**config.mk**
```make
export PLATFORM = sky130hd
export DESIGN_NAME = xadc_packetizer
export DESIGN_NICKNAME = d
export VERILOG_FILES = /design/src/rtl/xadc_packetizer.sv
export SDC_FILE = /design/constraint.sdc
export NUM_CORES = 1
export LEC_CHECK = 0
export BUFFER_PORTS_ARGS = -buffer_cell sky130_fd_sc_hd__buf_4
export CORE_UTILIZATION = 50
export CTS_CLUSTER_DIAMETER = 100
export DETAILED_ROUTE_END_ITERATION = 10
export PLACE_DENSITY = 0.7
export SLEW_MARGIN = 20
export SYNTH_ARGS = -nofsm -noshare
export SYNTH_HDL_FRONTEND = slang
export SYNTH_SLANG_ARGS = --single-unit
```
**constraint.sdc**
```tcl
create_clock -name clk_i -period 2.9 [get_ports clk_i]
set_input_delay 0.29 -clock clk_i [delete_from_list [all_inputs] [get_ports clk_i]]
set_output_delay 0.29 -clock clk_i [all_outputs]
set_load 0.02 [all_outputs]
```
**src/rtl/xadc_packetizer.sv**
```systemverilog
// xadc_packetizer
// Watches the XADC end-of-conversion strobe, reads each enabled channel over
// the DRP, queues {channel, sample} entries in a small FIFO and serialises
// every entry as a framed byte packet on an AXI-Stream byte sink.
//   B0 = {3'b101, ch[4:0]}
//   B1 = {4'h0, sample[11:8]}
//   B2 = sample[7:0]
// Optional feature macro: XADC_PACKETIZER_SEQ_EN
//   defined   -> 4-byte packets, B3 = 8-bit wrapping sequence number, tlast on B3
//   undefined -> 3-byte packets, tlast on B2, no sequence counter
module xadc_packetizer #(
  parameter logic [31:0] CHANNEL_MASK = 32'h1010_0000,
  parameter int          DEPTH        = 16,
  parameter int          DRP_TIMEOUT  = 63
) (
  input  logic                     clk_i,
  input  logic                     rst_i,
  input  logic                     enable_i,
  input  logic                     eoc_i,
  input  logic [4:0]               channel_i,
  output logic                     den_o,
  output logic                     dwe_o,
  output logic [6:0]               daddr_o,
  output logic [15:0]              di_o,
  input  logic                     drdy_i,
  input  logic [15:0]              do_data_i,
  output logic [7:0]               m_axis_tdata_o,
  output logic                     m_axis_tvalid_o,
  input  logic                     m_axis_tready_i,
  output logic                     m_axis_tlast_o,
  output logic [15:0]              drop_count_o,
  output logic [$clog2(DEPTH):0]   fifo_level_o
);

  localparam int            AW       = $clog2(DEPTH);
  localparam logic [AW:0]   PTR_ONE  = {{AW{1'b0}}, 1'b1};
  localparam logic [7:0]    TMO_LAST = 8'(DRP_TIMEOUT - 1);

  typedef struct packed {
    logic [4:0]  ch;
    logic [11:0] smp;
  } entry_t;

  typedef enum logic [1:0] {C_IDLE, C_REQ, C_WAIT} cap_st_t;
  typedef enum logic [2:0] {S_IDLE, S_B0, S_B1, S_B2, S_B3} ser_st_t;

  // Capture side
  cap_st_t      cap_q;
  logic [4:0]   ch_q;
  logic [7:0]   tmo_q;
  logic         den_q;
  logic [6:0]   daddr_q;

  // FIFO
  entry_t       mem_q [DEPTH];
  logic [AW:0]  wr_q, rd_q, lvl_q;
  entry_t       head;
  logic         full, empty;

  // Serializer
  ser_st_t      ser_q;
  logic [11:0]  smp_q;
  logic [7:0]   tdata_q;
  logic         tvalid_q, tlast_q;
  logic [7:0]   seq_byte;

  // Event strobes
  logic         eoc_hit, push, push_ok, pop, acc;
  logic         busy_drop, tmo_drop, full_drop, drop_any;
  logic [15:0]  drop_q;

  // The low nibble of the DRP word carries no sample bits.
  logic         unused_lsb;
  assign unused_lsb = ^do_data_i[3:0];

  assign eoc_hit   = enable_i && eoc_i && CHANNEL_MASK[channel_i];
  assign push      = (cap_q == C_WAIT) && drdy_i;
  assign tmo_drop  = (cap_q == C_WAIT) && !drdy_i && (tmo_q == TMO_LAST);
  assign busy_drop = eoc_hit && (cap_q != C_IDLE);
  // A pop in the same cycle frees the slot, so a full FIFO can still accept.
  assign full_drop = push && full && !pop;
  assign push_ok   = push && !full_drop;
  assign drop_any  = busy_drop || tmo_drop || full_drop;

  assign empty = (wr_q == rd_q);
  assign full  = (wr_q[AW] != rd_q[AW]) && (wr_q[AW-1:0] == rd_q[AW-1:0]);
  assign head  = mem_q[rd_q[AW-1:0]];

  assign acc = tvalid_q && m_axis_tready_i;
  assign pop = (ser_q == S_IDLE) && !empty;

  // Capture FSM: latch channel on a qualifying EOC, one-cycle DEN, then wait
  // for DRDY or give up after DRP_TIMEOUT wait cycles.
  always_ff @(posedge clk_i) begin
    if (rst_i) begin
      cap_q   <= C_IDLE;
      ch_q    <= '0;
      tmo_q   <= '0;
      den_q   <= 1'b0;
      daddr_q <= '0;
    end else begin
      den_q <= 1'b0;
      case (cap_q)
        C_IDLE: begin
          if (eoc_hit) begin
            ch_q    <= channel_i;
            daddr_q <= {2'b00, channel_i};
            den_q   <= 1'b1;
            cap_q   <= C_REQ;
          end
        end
        C_REQ: begin
          tmo_q <= '0;
          cap_q <= C_WAIT;
        end
        C_WAIT: begin
          if (drdy_i || (tmo_q == TMO_LAST)) cap_q <= C_IDLE;
          else                               tmo_q <= tmo_q + 8'd1;
        end
        default: cap_q <= C_IDLE;
      endcase
    end
  end

  // FIFO storage: no reset needed, occupancy is tracked by the pointers.
  always_ff @(posedge clk_i) begin
    if (push_ok) mem_q[wr_q[AW-1:0]] <= '{ch: ch_q, smp: do_data_i[15:4]};
  end

  // FIFO pointers and registered occupancy.
  always_ff @(posedge clk_i) begin
    if (rst_i) begin
      wr_q  <= '0;
      rd_q  <= '0;
      lvl_q <= '0;
    end else begin
      if (push_ok) wr_q <= wr_q + PTR_ONE;
      if (pop)     rd_q <= rd_q + PTR_ONE;
      case ({push_ok, pop})
        2'b10:   lvl_q <= lvl_q + PTR_ONE;
        2'b01:   lvl_q <= lvl_q - PTR_ONE;
        default: lvl_q <= lvl_q;
      endcase
    end
  end

  // Lost-sample counter: saturating, at most +1 per cycle.
  always_ff @(posedge clk_i) begin
    if (rst_i)                               drop_q <= '0;
    else if (drop_any && drop_q != 16'hFFFF) drop_q <= drop_q + 16'd1;
  end

`ifdef XADC_PACKETIZER_SEQ_EN
  localparam logic LAST_B2 = 1'b0;
  logic [7:0] seq_q;

  // Sequence number advances when a packet's final byte is accepted.
  always_ff @(posedge clk_i) begin
    if (rst_i)                        seq_q <= '0;
    else if (ser_q == S_B3 && acc)    seq_q <= seq_q + 8'd1;
  end

  assign seq_byte = seq_q;
`else
  localparam logic LAST_B2 = 1'b1;
  assign seq_byte = 8'h00;
`endif

  // Serializer FSM: pop one entry in IDLE, then step through the bytes on
  // each handshake. Outputs are registered so they hold while stalled.
  always_ff @(posedge clk_i) begin
    if (rst_i) begin
      ser_q    <= S_IDLE;
      smp_q    <= '0;
      tdata_q  <= '0;
      tvalid_q <= 1'b0;
      tlast_q  <= 1'b0;
    end else begin
      case (ser_q)
        S_IDLE: begin
          if (pop) begin
            smp_q    <= head.smp;
            tdata_q  <= {3'b101, head.ch};
            tvalid_q <= 1'b1;
            tlast_q  <= 1'b0;
            ser_q    <= S_B0;
          end
        end
        S_B0: begin
          if (acc) begin
            tdata_q <= {4'h0, smp_q[11:8]};
            ser_q   <= S_B1;
          end
        end
        S_B1: begin
          if (acc) begin
            tdata_q <= smp_q[7:0];
            tlast_q <= LAST_B2;
            ser_q   <= S_B2;
          end
        end
        S_B2: begin
          if (acc) begin
            if (LAST_B2) begin
              tdata_q  <= '0;
              tvalid_q <= 1'b0;
              tlast_q  <= 1'b0;
              ser_q    <= S_IDLE;
            end else begin
              tdata_q  <= seq_byte;
              tlast_q  <= 1'b1;
              ser_q    <= S_B3;
            end
          end
        end
        S_B3: begin
          if (acc) begin
            tdata_q  <= '0;
            tvalid_q <= 1'b0;
            tlast_q  <= 1'b0;
            ser_q    <= S_IDLE;
          end
        end
        default: ser_q <= S_IDLE;
      endcase
    end
  end

  assign den_o           = den_q;
  assign dwe_o           = 1'b0;
  assign daddr_o         = daddr_q;
  assign di_o            = 16'h0000;
  assign m_axis_tdata_o  = tdata_q;
  assign m_axis_tvalid_o = tvalid_q;
  assign m_axis_tlast_o  = tlast_q;
  assign drop_count_o    = drop_q;
  assign fifo_level_o    = lvl_q;

endmodule

```
==> results of run 1 <==
[worst max-delay path, cell delays in order, from the launching register on]
cell and delay [ns]:
dfxtp_1 0.46, xor2_1 0.27, nor4_4 0.08, a21oi_1 0.44, ha_1 0.37, a21o_1 0.17
a21oi_1 0.17, mux2i_1 0.23, xor2_1 0.16, nor2_1 0.05
[sequential cells by signal (all words and copies together), names as in the netlist, named ones only]
name	count
mem_q	272
drop_count_o	16
smp_q	12
m_axis_tdata_o	8
tmo_q	8
ch_q	5
fifo_level_o	5
rd_q	5
wr_q	5
cap_q	2
ser_q	2
den_o	1
m_axis_tlast_o	1
m_axis_tvalid_o	1
[cells by family after synthesis]
| logic type | after synthesis |
|---|---|
| compound gates | 108 |
| fa+ha+maj | 16 |
| other cells | 1 |
| mux | 83 |
| flops | 347 |
| xor+xnor | 32 |
| simple gates | 197 |
| buf+inv | 73 |
[report_power, final]
group          switching, W  total (W)  internal [W]
clock               0.00183    0.00427       0.00244
combinational      0.000898    0.00174      0.000846
sequential         0.000129    0.00557       0.00544
total               0.00286     0.0116       0.00872
[layout make-up]
class	count	area (um^2)
well taps	372	465.4
clock inverters	17	142.6
inverters	11	41.29
flip-flops and latches	347	9674
repair buffers	105	840.8
multi-input cells	455	3969
fillers	2044	11010
clock buffers	49	959.7
[layer usage]
metal	part of all wire, %	up-vias	track usage [%]
met5	0	-	0
met1	44	3859	30.14
li1	-	3484	-
met4	2.8	0	7.668
met2	47	297	32.70
met3	6.7	65	3.764
[metrics by stage]
step | setup TNS, ns | instances | hold WS [ns] | worst slack, ns | cell area (um^2)
2_1_floorplan | -4.715 | 875 | 0.3889 | -0.09310 | 13960
5_1_grt | 0 | 1356 | 0.06844 | 0.1764 | 16090
4_1_cts | 0 | 1356 | 0.05706 | 0.3716 | 16090
3_5_place_dp | 0 | 1289 | 0.4472 | 0.3717 | 14980
3_3_place_gp | 0 | 1289 | 0.4446 | 0.3714 | 14980
6_report | 0 | 1356 | 0.07004 | 0.3669 | 16090
[worst min path at each step]
stage / endpoint / slack [ns]
2_1_floorplan: mem_q[0][0] / 0.39
4_1_cts: mem_q[13][0] / 0.06
6_report: mem_q[6][0] / 0.07
3_5_place_dp: m_axis_tdata_o[6] / 0.45
5_1_grt: mem_q[6][0] / 0.07
3_3_place_gp: m_axis_tdata_o[2] / 0.44
[synthesized netlist by cell type (2+ instances only)]
| cell | count | share of area, % |
|---|---|---|
| a2111oi_2 | 3 | 0.32 |
| a211oi_1 | 8 | 0.43 |
| a21o_1 | 2 | 0.11 |
| a21oi_1 | 47 | 1.7 |
| a221o_1 | 4 | 0.29 |
| a22oi_1 | 22 | 1.2 |
| and2_1 | 3 | 0.14 |
| and3_1 | 2 | 0.090 |
| and3b_1 | 3 | 0.19 |
| and4_1 | 4 | 0.25 |
| buf_2 | 12 | 0.43 |
| buf_4 | 19 | 1.0 |
| buf_6 | 2 | 0.16 |
| clkbuf_1 | 29 | 0.78 |
| dfxtp_1 | 75 | 11 |
| edfxtp_1 | 272 | 59 |
| ha_1 | 15 | 1.4 |
| inv_1 | 11 | 0.30 |
| mux2_2 | 4 | 0.32 |
| mux2i_1 | 12 | 0.86 |
| mux4_2 | 66 | 11 |
| nand2_1 | 39 | 1.1 |
| nand2b_1 | 13 | 0.59 |
| nand3_1 | 14 | 0.50 |
| nand3b_1 | 3 | 0.16 |
| nand4_1 | 11 | 0.50 |
| nor2_1 | 83 | 2.2 |
| nor2b_1 | 5 | 0.23 |
| nor3_1 | 9 | 0.32 |
| o21ai_0 | 6 | 0.22 |
| o221ai_1 | 4 | 0.25 |
| or3_1 | 3 | 0.14 |
| xnor2_1 | 17 | 1.1 |
| xor2_1 | 15 | 0.95 |
==> reports/metrics.yaml, run 1 <==
status:
  status: "finished clean"
clock_tree:
  post_cts_buffers: 0
  holdBufCountCts: 1
  insertion_delay_ns: 0.52
  cts_root_buf: "clkbuf_16"
  cts_max_path_buffers: 3
  path_clk_slew_ns: 0.06
  cts_sinks: 347
  numCtsBuffers: 36
  htreeDepth: 2
  cts.repair.resized: 0
  cts_tree: "built"
detailed_routing:
  dr.first_iter.drc_count: 650
  via_per_inst: 5.682
  firstDrtPassIters: 5
  vias: 7705
  wl_per_cell_um: 21.51
  finalWirelength_mm: 29.17
  route.detailed.drc: 0
  detail-route-antenna-nets: 0
floorplanning:
  rows: 60
  die_w_um: 168.7
  start_util_pct: 51.26
  die_area_um2: 28450
  design.core.area_um2: 27100
  die_h_um: 168.7
  io_pins: 83
timing:
  setup_viol: 0
  fin_crit_sh_pct: 87.35
  rsz0062_at_grt: "false"
  worst_pin_slew_ns: 0.7859
  finalClockSkew_ns: 0.02252
  slew_viol_final: 0
  final-hold-violation-count: 0
  timing.fmax_mhz: 394.8
  layout_min_cycle_time_ns: 2.533
  max_slew_margin_pct: 47.53
final_layout:
  final_common_cell: "edfxtp_1"
  drive_above_1_share_pct: 25.41
  final_util_pct: 59.38
  syn2layout_area_growth_pct: 15.84
  antenna_cells: 0
  layout_common_cells: "edfxtp_1 (272), buf_4 (100), dfxtp_1 (73)"
  fin_nets: 999
worst_setup_path:
  worstPathArrival_ns: 2.91
  cp-end-kind: "flip-flop"
  cp.required_ns: 3.27
  r2r-end: "fifo_level_o[4]"
  timing.rr.start: "wr_q[0]"
  cp_max_fo: 6
  r2r_slack_ns: 0.37
  critPathLaunchType: "flip-flop"
  path_class: "flip-flop to flip-flop"
  worst-r2r-cell-count: 9
  startpoint: "wr_q[0]"
  crit_path_end: "fifo_level_o[4]"
placement:
  routabilityCongestion: 0.8029
  dpl.hpwl_mm: 17.80
  io_buffers: 59
yosys:
  synthArstFlopShare_pct: 0
  synth-simple-area-share_pct: 6.800
  ys.flop_type: "edfxtp_1"
  synth_xor_area_share_pct: 2.017
  ys_seq_elements: 347
  synth_edf_count: 272
  syn-cell-area_um2: 13890
  muxShareOfSynthArea_pct: 11.97
  synth_top_family_by_area: "multiplexers"
  synth_warnings: 0
  avgSynthCellArea_um2: 16.21
  synthCells: 857
  synth_compound_area_share_pct: 5.386
  yosysUniqueCellTypes: 54
  synth-seq-area-share_pct: 69.60
  yosys.area_share.adder_pct: 1.495
power_and_ir_drop:
  ir_worst_vdd_v: 0.0005530
  p_total_w: 0.01158
  total_leakage_power_nw: 5.419
  power_density_nw_per_um2: 719.8
worst_hold_path:
  hold_path.startpoint: "do_data_i[4]"
  min-delay-path-class: "input pin to flip-flop"
  holdPathStages: 1
global_routing:
  grt_pass1_vias: 7569
  antenna_found_initial: 0
  grt_start_max_net_pins: 72
  globalRouteTotalUtil_pct: 21.10
  grt_pass1_wl_mm: 44.59
  overflow: 0
job:
  cap_violations: 0
Note: power is estimated with default switching activity, not from simulation.
==> inputs of run 2 (changes only) <==
Settings changed: PLACE_DENSITY 0.7 to 0.68.
Clock period 2.9 ns to 2.8 ns, I/O delays scaled along.
==> run 2 against run 1 <==
Net effect: die area did not move; clock power rose by 8.2%; routed wire length fell by 3.0%; critical path depth did not move; sequential power rose by 3%; critical path type unchanged; critical endpoint unchanged; highest routed layer unchanged.
==> reports/metrics.yaml, run 2 (synthesis gave the netlist of run 1 again) <==
status:
  status: "finished clean"
placement:
  io_buffers: 59
  dpl.hpwl_mm: 17.72
  routabilityCongestion: 0.7938
job:
  cap_violations: 0
global_routing:
  met1_usage_pct: 29.91
  antenna_found_initial: 0
  overflow: 0
  met3_usage_pct: 4.466
  top_usage_layer: "met2"
  globalRouteTotalUtil_pct: 20.64
  grtUsageMet2_pct: 32.00
  grt_pass1_vias: 7414
  grt_start_max_net_pins: 72
  grt_pass1_wl_mm: 43.84
power_and_ir_drop:
  ir_worst_vdd_v: 0.0005509
  total_leakage_power_nw: 5.452
  power_density_nw_per_um2: 752.1
floorplanning:
  die_w_um: 168.7
  rows: 60
  die_area_um2: 28450
  start_util_pct: 51.26
  design.core.area_um2: 27100
  die_h_um: 168.7
  io_pins: 83
timing:
  worst_pin_slew_ns: 0.7675
  setup_viol: 0
  slew_viol_final: 0
  finalClockSkew_ns: 0.01703
  final-hold-violation-count: 0
  max_slew_margin_pct: 48.83
  rsz0062_at_grt: "false"
  timing.hold.ws_ns: 0.05221
  timing.fmax_mhz: 396.0
  fin_crit_sh_pct: 90.18
  setup_tns_ns: 0
  layout_min_cycle_time_ns: 2.525
clock_tree:
  path_clk_slew_ns: 0.06
  cts.repair.resized: 0
  cts_sinks: 347
  cts_root_buf: "clkbuf_16"
  post_cts_buffers: 0
  numCtsBuffers: 37
  cts_max_path_buffers: 3
  htreeDepth: 2
  insertion_delay_ns: 0.53
  holdBufCountCts: 1
  cts_tree: "built"
detailed_routing:
  vias: 7560
  dr.first_iter.drc_count: 696
  firstDrtPassIters: 4
  via_per_inst: 5.579
  wl_per_cell_um: 20.89
  detail-route-antenna-nets: 0
  route.detailed.drc: 0
  finalWirelength_mm: 28.30
final_layout:
  largest_reg_flops: 272
  drive_above_1_share_pct: 25.94
  final_common_cell: "edfxtp_1"
  layout_common_cells: "edfxtp_1 (272), buf_4 (101), dfxtp_1 (73)"
  syn2layout_area_growth_pct: 16.18
  regArea_um2: 9677
  fin_nets: 1000
  antenna_cells: 0
  multiInputGateArea_um2: 3969
  n_fill_cell: 2058
worst_setup_path:
  cp-end-kind: "flip-flop"
  worstPathArrival_ns: 2.91
  worst-r2r-cell-count: 9
  r2r-end: "fifo_level_o[4]"
  timing.rr.start: "wr_q[0]"
  cp.required_ns: 3.18
  critPathLaunchType: "flip-flop"
  cp_max_fo: 6
  r2r_slack_ns: 0.27
  path_class: "flip-flop to flip-flop"
worst_hold_path:
  hold_path.startpoint: "do_data_i[13]"
  min-delay-path-class: "input pin to flip-flop"
  holdPathStages: 1
  worstHoldEndpoint: "mem_q[9][9]"
==> run 2: cell types whose count changed in the layout (fill, tap and decap cells not counted), sizes merged <==
| cell | previous run | this run |
|---|---|---|
| clkbuf | 49 | 46 |
| bufinv | 1 | 2 |
| inv | 11 | 12 |
==> run 2: area by class of cell <==
| cell class | instances | area share, % |
|---|---|---|
| tap | 372 | 2.884 |
| clock buffer | 46 | 6.132 |
| sequential | 347 | 59.95 |
| clock inverter | 19 | 1.054 |
| inverter | 11 | 0.2558 |
| multi-input combinational | 455 | 24.59 |
| timing repair buffer | 105 | 5.132 |
==> run 2: metrics by stage <==
stage / setup WS [ns] / std cells / util (%) / power, W / area [um^2]
floorplan: -0.1931 / 875 / - / 0.007183 / 13960
global placement: 0.3211 / 1289 / 55.24 / 0.007625 / 14970
detailed placement: 0.2476 / 1289 / 55.24 / 0.007654 / 14970
CTS: 0.2451 / 1355 / 59.56 / 0.01226 / 16140
global route: 0.04192 / 1355 / 59.56 / 0.01263 / 16140
finish: 0.2748 / 1355 / 59.56 / 0.01214 / 16140
==> run 2: worst max path at each step <==
stage / startpoint / to / slack (ns) / cells after the start
floorplan: rd_q[4] / mem_q[0][0] / -0.19 / 5
global placement: wr_q[0] / fifo_level_o[4] / 0.32 / 9
detailed placement: wr_q[0] / fifo_level_o[4] / 0.25 / 9
CTS: wr_q[0] / fifo_level_o[4] / 0.25 / 9
global route: wr_q[0] / fifo_level_o[4] / 0.04 / 9
finish: wr_q[0] / fifo_level_o[4] / 0.27 / 9
==> run 2: worst max-delay path: stages, from the launching register on <==
cell and delay (ns):
dfxtp_1 0.44, xor2_1 0.26, nor4_4 0.08, a21oi_1 0.46
ha_1 0.37, a21o_1 0.16, a21oi_1 0.17, mux2i_1 0.23
xor2_1 0.15, nor2_1 0.05
==> run 2: routing by layer <==
layer / vias to the layer above / wire length [um]
met2: 238 / 13220
met4: 0 / 412
met5: - / 0
met1: 3810 / 12720
met3: 35 / 1952
li1: 3477 / -
==> run 2: where the power goes <==
part	total, W	switching (W)	internal, W	leakage, nW
registers	0.00575	0.000112	0.00564	3.07
clock network	0.00462	0.00192	0.00270	0.577
logic	0.00177	0.000927	0.000844	1.80
total	0.0121	0.00295	0.00918	5.45
==> inputs of run 3 (changes only) <==
Settings changed: CORE_ASPECT_RATIO set to 0.75.
Clock period 2.8 ns to 2.7 ns, I/O delays scaled along.
==> run 3 against run 2 <==
Net effect: non-clock buffer count grew 8; maximum frequency grew 3.4%; design area grew 0.38%; critical path type unchanged; largest power group unchanged; highest routed layer unchanged.
==> reports/metrics.yaml, run 3 (synthesis gave the netlist of run 1 again) <==
status:
  status: "finished clean"
power_and_ir_drop:
  p_total_w: 0.01276
  power_density_nw_per_um2: 787.8
  total_leakage_power_nw: 5.484
  ir_worst_vdd_v: 0.0005840
clock_tree:
  insertion_delay_ns: 0.52
  post_cts_buffers: 0
  numCtsBuffers: 35
  cts_tree: "built"
  htreeDepth: 2
  cts_sinks: 347
  path_clk_slew_ns: 0.06
  cts_max_path_buffers: 3
  cts_root_buf: "clkbuf_16"
global_routing:
  overflow: 0
  grt_pass1_vias: 7538
  grt_pass1_wl_mm: 45.69
  grt_start_max_net_pins: 72
  globalRouteTotalUtil_pct: 21.75
  antenna_found_initial: 0
detailed_routing:
  detail-route-antenna-nets: 0
  vias: 7674
  dr.first_iter.drc_count: 601
  finalWirelength_mm: 30.00
  via_per_inst: 5.723
  route.detailed.drc: 0
  wl_per_cell_um: 22.37
  firstDrtPassIters: 5
job:
  cap_violations: 0
floorplanning:
  design.core.area_um2: 27130
  start_util_pct: 51.20
  die_area_um2: 28460
  io_pins: 83
  die_w_um: 194.5
  rows: 52
  die_h_um: 146.4
placement:
  routabilityCongestion: 0.8221
  io_buffers: 59
  dpl.hpwl_mm: 19.20
final_layout:
  final_common_cell: "edfxtp_1"
  drive_above_1_share_pct: 26.26
  antenna_cells: 0
  largest_reg_flops: 272
  regArea_um2: 9677
  n_fill_cell: 1995
  syn2layout_area_growth_pct: 16.63
  multiInputGateArea_um2: 3973
  layout_common_cells: "edfxtp_1 (272), buf_4 (107), dfxtp_1 (73)"
  fin_nets: 1006
timing:
  finalClockSkew_ns: 0.01540
  layout_min_cycle_time_ns: 2.441
  setup_tns_ns: 0
  max_slew_margin_pct: 25.33
  timing.fmax_mhz: 409.6
  timing.hold.ws_ns: 0.05556
  rsz0062_at_grt: "false"
  setup_viol: 0
  worst_pin_slew_ns: 1.116
  final-hold-violation-count: 0
  fin_crit_sh_pct: 90.42
  slew_viol_final: 0
worst_setup_path:
  max_stage_delay_ns: 0.45
  critPathLaunchType: "flip-flop"
  crit_chain: "xor2_1, nor4_4, a21oi_2, fa_1, a21o_1, a21oi_1, mux2i_1, xor2_1, nor2_1"
  cp-end-kind: "flip-flop"
  path_class: "flip-flop to flip-flop"
  cp_max_fo: 6
  cp_common_cell: "xor2_1"
  cp.required_ns: 3.07
  worstPathArrival_ns: 2.81
  cp_slowest_cell: "dfxtp_1"
worst_hold_path:
  min-delay-path-class: "input pin to flip-flop"
==> run 3: changes by cell type in the layout (fill, tap and decap cells not counted), sizes merged <==
cell and change:
buf +8, bufinv +2, clkbuf +2, clkinv -6
clkinvlp +1
==> run 3: worst paths after layout <==
check / from / endpoint / slack [ns] / cells after the start
setup / recovery: wr_q[0] / fifo_level_o[4] / 0.26 / 9
hold / removal: do_data_i[6] / mem_q[7][2] / 0.06 / 1
setup reg to reg: wr_q[0] / fifo_level_o[4] / 0.26 / 9
hold reg to reg: m_axis_tdata_o[6] / m_axis_tdata_o[6] / 0.46 / 2
==> run 3: what timing repair did <==
action | in CTS | in global routing
hold buffers | 1 | 0
setup endpoints to repair | 0 | 1
resized for setup | 0 | 1
hold endpoints to repair | 1 | 0
==> run 3: metrics by stage <==
| stage | utilization, % | std cells | cell area, um^2 | setup slack, ns |
|---|---|---|---|---|
| CTS | 59.70 | 1341 | 16200 | 0.1491 |
| detailed placement | 55.40 | 1276 | 15030 | 0.1642 |
| finish | 59.72 | 1341 | 16200 | 0.2586 |
| global route | 59.72 | 1341 | 16200 | 0.04082 |
| floorplan | - | 875 | 13960 | -0.2931 |
| global placement | 55.40 | 1276 | 15030 | 0.1882 |
==> run 3: final cells by class <==
class | count | share of cell area [%]
sequential | 347 | 59.73
multi-input combinational | 455 | 24.52
clock buffer | 48 | 5.900
timing repair buffer | 113 | 5.637
tap | 351 | 2.711
clock inverter | 16 | 1.251
inverter | 11 | 0.2548
==> run 3: layer usage <==
metal	wire, um	vias up	track usage, %
met5	0	-	0
met4	584	0	6.111
met3	2665	50	4.458
met2	13020	299	31.74
met1	13730	3832	33.24
li1	-	3493	-
==> run 3: worst max-delay path, delay by kind of cell, from the launching register on <==
family	cells	cell delay [ns]
muxes	1	0.23
xor gates and xnor gates	2	0.31
AOI/OAI and AO/OA	3	0.51
and+or+nand+nor	2	0.37
adders and majority gates	1	0.44
DFF	1	0.45
==> run 3: where the power goes <==
group / switching [W] / internal (W)
clock: 0.00197 / 0.00289
combinational: 0.00104 / 0.000913
sequential: 0.000101 / 0.00584
